## src/rtl/dense_pkg.sv

```systemverilog
// Shared definitions for the dense-layer blocks: default word width and input
// count, the frame-buffer state encoding, and a counter-width helper.
package dense_pkg;

  localparam int FIXED    = 32;
  localparam int NB_INPUT = 42;

  typedef enum logic {
    FILL = 1'b0,
    HOLD = 1'b1
  } pack_state_e;

  function automatic int cnt_width(input int n);
    return (n > 1) ? $clog2(n) : 1;
  endfunction

endpackage

```

## src/rtl/feature_packer_if.sv

```systemverilog
// Stream-in / frame-out bundle of the feature packer. The slave modport is the
// packer side, and the master modport is the producer/consumer side.
interface feature_packer_if #(
  parameter int FIXED    = dense_pkg::FIXED,
  parameter int NB_INPUT = dense_pkg::NB_INPUT
);

  logic [FIXED-1:0]          in_data;
  logic                      in_valid;
  logic                      in_last;
  logic                      in_ready;
  logic [NB_INPUT*FIXED-1:0] out_vec;
  logic                      out_valid;
  logic                      out_ready;
  logic                      frame_err;

  modport slave (
    input  in_data, in_valid, in_last, out_ready,
    output in_ready, out_vec, out_valid, frame_err
  );

  modport master (
    output in_data, in_valid, in_last, out_ready,
    input  in_ready, out_vec, out_valid, frame_err
  );

endinterface

```

## src/rtl/feature_frame_buf.sv

```systemverilog
// Storage for one feature frame. Each accepted word is written into slot wr_idx,
// and the whole frame is exposed in parallel.
module feature_frame_buf
  import dense_pkg::*;
#(
  parameter int FIXED    = dense_pkg::FIXED,
  parameter int NB_INPUT = dense_pkg::NB_INPUT
) (
  input  logic                              clk,
  input  logic                              rst,
  input  logic                              wr_en,
  input  logic [cnt_width(NB_INPUT)-1:0]    wr_idx,
  input  logic [FIXED-1:0]                  wr_data,
  output logic [NB_INPUT*FIXED-1:0]         frame
);

  // NOTE: this storage is reset even though it is wide, because a frame must read
  // as all-zero while reset is asserted and no stale frame may survive a reset.
  // NOTE: sequential state uses non-blocking assignments only, so every flop
  // samples pre-edge values regardless of process ordering.
  always_ff @(posedge clk or negedge rst) begin
    if (!rst) begin
      frame <= '0;
    end else if (wr_en) begin
      frame[wr_idx*FIXED +: FIXED] <= wr_data;
    end
  end

endmodule

```

## src/rtl/feature_packer.sv

```systemverilog
// Serial-to-parallel packer: collects NB_INPUT words into one frame for the
// dense engine. Define FEATURE_PACKER_DBUF_EN to get ping-pong double buffering.
module feature_packer
  import dense_pkg::*;
#(
  parameter int FIXED    = dense_pkg::FIXED,
  parameter int NB_INPUT = dense_pkg::NB_INPUT
) (
  input  logic             clk,
  input  logic             rst,
  feature_packer_if.slave  bus
);

  localparam int CNT_W = cnt_width(NB_INPUT);

  logic [CNT_W-1:0] cnt_q;
  logic             ready_en_q;
  logic             frame_err_q;
  logic             in_ready;
  logic             out_valid;
  logic             accept;
  logic             at_last;
  logic             complete;
  logic             early_last;
  logic             out_hs;

  assign accept     = bus.in_valid && in_ready;
  assign at_last    = (cnt_q == CNT_W'(NB_INPUT - 1));
  assign complete   = accept && at_last;
  assign early_last = accept && bus.in_last && !at_last;
  assign out_hs     = out_valid && bus.out_ready;

  // ready_en_q holds in_ready low while reset is asserted and releases it on the first edge after reset.
  always_ff @(posedge clk or negedge rst) begin
    if (!rst) begin
      cnt_q       <= '0;
      ready_en_q  <= 1'b0;
      frame_err_q <= 1'b0;
    end else begin
      ready_en_q  <= 1'b1;
      frame_err_q <= (complete && !bus.in_last) || early_last;
      if (complete || early_last) begin
        cnt_q <= '0;
      end else if (accept) begin
        cnt_q <= cnt_q + 1'b1;
      end
    end
  end

  assign bus.in_ready  = in_ready;
  assign bus.out_valid = out_valid;
  assign bus.frame_err = frame_err_q;

`ifdef FEATURE_PACKER_DBUF_EN

  // The write pointer always names the buffer that fills next. When that buffer is
  // still HOLD, both buffers are full.
  pack_state_e               buf_state_q [2];
  pack_state_e               buf_state_d [2];
  logic                      wr_sel_q, wr_sel_d;
  logic                      rd_sel_q, rd_sel_d;
  logic [NB_INPUT*FIXED-1:0] frames [2];

  for (genvar b = 0; b < 2; b++) begin : g_buf
    feature_frame_buf #(.FIXED(FIXED), .NB_INPUT(NB_INPUT)) u_buf (
      .clk     (clk),
      .rst     (rst),
      .wr_en   (accept && (wr_sel_q == 1'(b))),
      .wr_idx  (cnt_q),
      .wr_data (bus.in_data),
      .frame   (frames[b])
    );
  end

  always_ff @(posedge clk or negedge rst) begin
    if (!rst) begin
      buf_state_q <= '{FILL, FILL};
      wr_sel_q    <= 1'b0;
      rd_sel_q    <= 1'b0;
    end else begin
      buf_state_q <= buf_state_d;
      wr_sel_q    <= wr_sel_d;
      rd_sel_q    <= rd_sel_d;
    end
  end

  // NOTE: every combinational output gets a default first, so no path can infer a latch.
  always_comb begin
    buf_state_d = buf_state_q;
    wr_sel_d    = wr_sel_q;
    rd_sel_d    = rd_sel_q;
    if (complete) begin
      buf_state_d[wr_sel_q] = HOLD;
      wr_sel_d              = !wr_sel_q;
    end
    if (out_hs) begin
      buf_state_d[rd_sel_q] = FILL;
      rd_sel_d              = !rd_sel_q;
    end
  end

  always_comb begin
    in_ready  = ready_en_q && (buf_state_q[wr_sel_q] == FILL);
    out_valid = (buf_state_q[rd_sel_q] == HOLD);
  end

  assign bus.out_vec = frames[rd_sel_q];

`else

  pack_state_e               state_q, state_d;
  logic [NB_INPUT*FIXED-1:0] frame;

  feature_frame_buf #(.FIXED(FIXED), .NB_INPUT(NB_INPUT)) u_buf (
    .clk     (clk),
    .rst     (rst),
    .wr_en   (accept),
    .wr_idx  (cnt_q),
    .wr_data (bus.in_data),
    .frame   (frame)
  );

  always_ff @(posedge clk or negedge rst) begin
    if (!rst) begin
      state_q <= FILL;
    end else begin
      state_q <= state_d;
    end
  end

  always_comb begin
    state_d = state_q;
    case (state_q)
      FILL:    if (complete) state_d = HOLD;
      HOLD:    if (out_hs)   state_d = FILL;
      default: state_d = FILL;
    endcase
  end

  always_comb begin
    in_ready  = ready_en_q && (state_q == FILL);
    out_valid = (state_q == HOLD);
  end

  assign bus.out_vec = frame;

`endif

endmodule

```

## src/flat_wrapper.sv

```systemverilog
// flat-port wrapper written by rule: the top's interface ports become plain ports
module feature_packer_flat import dense_pkg::*;
#(
  parameter int FIXED    = dense_pkg::FIXED,
  parameter int NB_INPUT = dense_pkg::NB_INPUT
)
  (clk, rst, bus_in_data, bus_in_valid, bus_in_last, bus_out_ready, bus_in_ready, bus_out_vec, bus_out_valid, bus_frame_err);
  feature_packer_if #(.FIXED(FIXED), .NB_INPUT(NB_INPUT)) bus_i ();
  input  logic clk;
  input  logic rst;
  input wire logic [$bits(bus_i.in_data)-1:0] bus_in_data;
  input wire logic [$bits(bus_i.in_valid)-1:0] bus_in_valid;
  input wire logic [$bits(bus_i.in_last)-1:0] bus_in_last;
  input wire logic [$bits(bus_i.out_ready)-1:0] bus_out_ready;
  output wire logic [$bits(bus_i.in_ready)-1:0] bus_in_ready;
  output wire logic [$bits(bus_i.out_vec)-1:0] bus_out_vec;
  output wire logic [$bits(bus_i.out_valid)-1:0] bus_out_valid;
  output wire logic [$bits(bus_i.frame_err)-1:0] bus_frame_err;
  assign bus_i.in_data = bus_in_data;
  assign bus_i.in_valid = bus_in_valid;
  assign bus_i.in_last = bus_in_last;
  assign bus_i.out_ready = bus_out_ready;
  assign bus_in_ready = bus_i.in_ready;
  assign bus_out_vec = bus_i.out_vec;
  assign bus_out_valid = bus_i.out_valid;
  assign bus_frame_err = bus_i.frame_err;
  feature_packer #(.FIXED(FIXED), .NB_INPUT(NB_INPUT)) u_core (.clk(clk), .rst(rst), .bus(bus_i));
endmodule
```

## config.mk

```make
export PLATFORM = sky130hd
export DESIGN_NAME = feature_packer_flat
export DESIGN_NICKNAME = d
export VERILOG_FILES = /design/src/rtl/dense_pkg.sv /design/src/rtl/feature_packer_if.sv /design/src/rtl/feature_frame_buf.sv /design/src/rtl/feature_packer.sv /design/src/flat_wrapper.sv
export SDC_FILE = /design/constraint.sdc
export NUM_CORES = 2
export LEC_CHECK = 0
export ABC_AREA = 1
export BUFFER_PORTS_ARGS = -buffer_cell sky130_fd_sc_hd__buf_2
export CAP_MARGIN = 0
export CORE_AREA = 2 2 538 540
export DETAILED_ROUTE_END_ITERATION = 8
export DIE_AREA = 0 0 540 542
export PLACE_DENSITY = 0.38
export SLEW_MARGIN = 5
export SYNTH_ARGS = -nofsm -noshare
export SYNTH_HDL_FRONTEND = slang
export SYNTH_HIERARCHICAL = 1
export SYNTH_SLANG_ARGS = --single-unit
```

## constraint.sdc

```tcl
create_clock -name clk -period 6.21 [get_ports clk]
set_input_delay 0.621 -clock clk [delete_from_list [all_inputs] [get_ports clk]]
set_output_delay 0.621 -clock clk [all_outputs]
set_load 0.05 [all_outputs]
```

==> flow_summary.ini <==
[status]
status = completed

[global_route]
antenna_found_initial = 24
grt_pass1_vias = 65100
grt_pass1_wl_um = 542000
grt.busiest_layer = met2
track_usage_pct = 26.1
use_met2_pct = 42.7
grt.overflow.total = 0
grt_max_degree = 163
grt_util_met3_pct = 6.52
use_met1_pct = 32.0

[timing]
finalHoldViolCount = 0
period_share_pct = 78.8
rsz0062_at_grt = no
worst_slew_pin_slew_ns = 1.41
fin_skew_ns = 0.0443
max_freq_mhz = 204
postLayoutSetupSlackWorst_ns = 1.31
finalSetupTns_ns = 0
final-setup-viol-count = 0
final.min_clock_period_ns = 4.90
slew_violations = 0
slew_headroom_pct = 6.12

[logic_synthesis]
synth_ff_type = dfrtp_1
yosysWarnings = 6
mappedNetlistArea_um2 = 64700
synth_cells = 8785
yosysSeqAreaShare_pct = 52.3
async_flop_share_pct = 100
ys_seq_elements = 1353
synth_area_per_cell_um2 = 7.37
synth_top_area_share_pct = 52.3
synth_cell_types = 28
synth-edff-count = 0
syn_nets = 8826
yosys-top-cells-count = 3647 x nand2_1, 1353 x dfrtp_1, 1186 x nor2_1
yosysTopAreaCell = dfrtp_1
yosysMostFrequentCell = nand2_1
ys_top_cells_by_area = dfrtp_1 52%, nand2_1 21%, nand3_1 8.1%

[floorplanning]
core_area_um2 = 287000
die_y_um = 542
io_pins = 1384
die-width_um = 540
num_rows = 197
dieArea_um2 = 293000
initial_core_util_pct = 22.6

[setup_path]
reg2reg_depth = 10
path_class = reg2reg
timing.rr.end = u_core/u_buf/frame[674]
worstPathRequired_ns = 6.99
regToRegStartpoint = u_core/cnt_q[0]
cp-end-kind = flop
rrSetupSlack_ns = 1.31
cp_max_fo = 67
arrival_ns = 5.68
cp-start-kind = flop

[routing]
drtIter0Drc = 5820
wl_per_cell_um = 28.6
avgViaCountPerCell = 4.80
drc = 0
ant_nets = 0
drt-total-wl_um = 393000
routed-via-count = 66000
drtPass1Iterations = 6

[clock_network]
cts_setup_buffers = 0
insertion_delay_ns = 0.88
clock-sinks = 1353
cts_buffers = 175
ctsHoldBuffers = 3
clock_path_buffers = 4
cts_resized = 0
clock_tree.root_cell = clkbuf_16
h-tree-depth = 4
clk_pin_slew_ns = 0.06
cts_tree = done

[cells_and_area]
final_layout_size_suffix_gt1_share_pct = 19.8
final_util_pct = 28.4
area_growth_pct = 25.7
layout.nets = 9879

[flow_run]
max-cap-violations = 0

[power_and_ir_drop]
power.total_mw = 25.3
leakage_nw = 44.6
p_per_area_nw_per_um2 = 311
peakVddDrop_uv = 236

[placement]
place.port_buffers = 1383
post-place-ws_ns = 1.36
place_hpwl_um = 283000
place.gp.congestion = 0.852

[hold_path]
hp-class = in2reg
min_path_cells = 3
min_from = bus_in_data[21]
hold_end = u_core/u_buf/frame[21]
-- final cells by class --
class | instances | area (um2)
fillers | 32000 | 206000
flip-flops and latches | 1353 | 33900
multi-input cells | 6457 | 27100
repair buffers | 1591 | 8780
clock buffers | 271 | 5350
well taps | 3781 | 4730
inverters | 260 | 1010
clock inverters | 42 | 547
diodes | 12 | 30.0
-- state kept, by name, indices dropped and copies added, names as in the netlist --
name	count
u_core/bus.frame_err	1
u_core/bus.out_valid	1
u_core/cnt_q	6
u_core/ready_en_q	1
u_core/u_buf/frame	1344
-- worst max-delay path: stages, from the launching register on --
cell and delay [ns]:
dfrtp_4 0.50, inv_4 0.31, nand3_2 0.27, nor3_1 0.33, ha_4 0.59, buf_4 0.76, nand2_4 0.80, buf_12 0.54
nor2_1 0.19, nand3_1 0.13, nand2_1 0.10
-- metrics by stage --
stage	instances	instance area, um2	hold WS [ns]
after global placement	13400	75400	0.453
after global routing	13800	81300	0.172
final	13800	81400	0.196
after detailed placement	13400	75400	0.454
after CTS	13800	81300	0.108
after floorplan	8785	64700	0.325
-- power by group --
part / switching, mW / internal (mW)
combinational: 4.94 / 0.667
sequential: 0.0942 / 8.91
clock: 4.31 / 6.36
-- per-layer routing --
| metal | wire [um] | vias to the layer above |
|---|---|---|
| met1 | 158000 | 32900 |
| met3 | 31100 | 567 |
| met5 | 76 | - |
| li1 | - | 29800 |
| met4 | 21300 | 14 |
| met2 | 183000 | 2780 |
-- how the worst max path moves through the flow --
stage,slack [ns],endpoint,from,cells after the start
floorplan,3.54,u_core/u_buf/frame[1250],u_core/cnt_q[0],12
global placement,1.40,u_core/u_buf/frame[674],u_core/cnt_q[0],10
detailed placement,1.36,u_core/u_buf/frame[674],u_core/cnt_q[0],10
CTS,1.34,u_core/u_buf/frame[674],u_core/cnt_q[0],10
global route,1.08,u_core/u_buf/frame[893],u_core/cnt_q[0],10
finish,1.31,u_core/u_buf/frame[674],u_core/cnt_q[0],10
-- cell usage in the layout (no fill, tap or decap), drive strengths merged --
cell type	count
diode	12
clkbuf	271
clkinv	24
nand2	3649
ha	4
buf	1588
nand3	1058
clkinvlp	2
xor2	2
inv	265
nor2	1202
dlygate4sd3	3
o21bai	1
nand4	255
bufinv	11
conb	1
dfrtp	1353
nor3	248
o21ai	36
or2	1
-- cell families after synthesis --
group | Yosys count | synth area share [%]
simple gates | 6413 | 40.9
flops | 1353 | 52.3
buf+inv | 975 | 6.43
compound gates | 37 | 0.296
fa+ha+maj | 4 | 0.0773
xor+xnor | 2 | 0.0387
other cells | 1 | 0.00579
(Power assumes the default switching activity.)
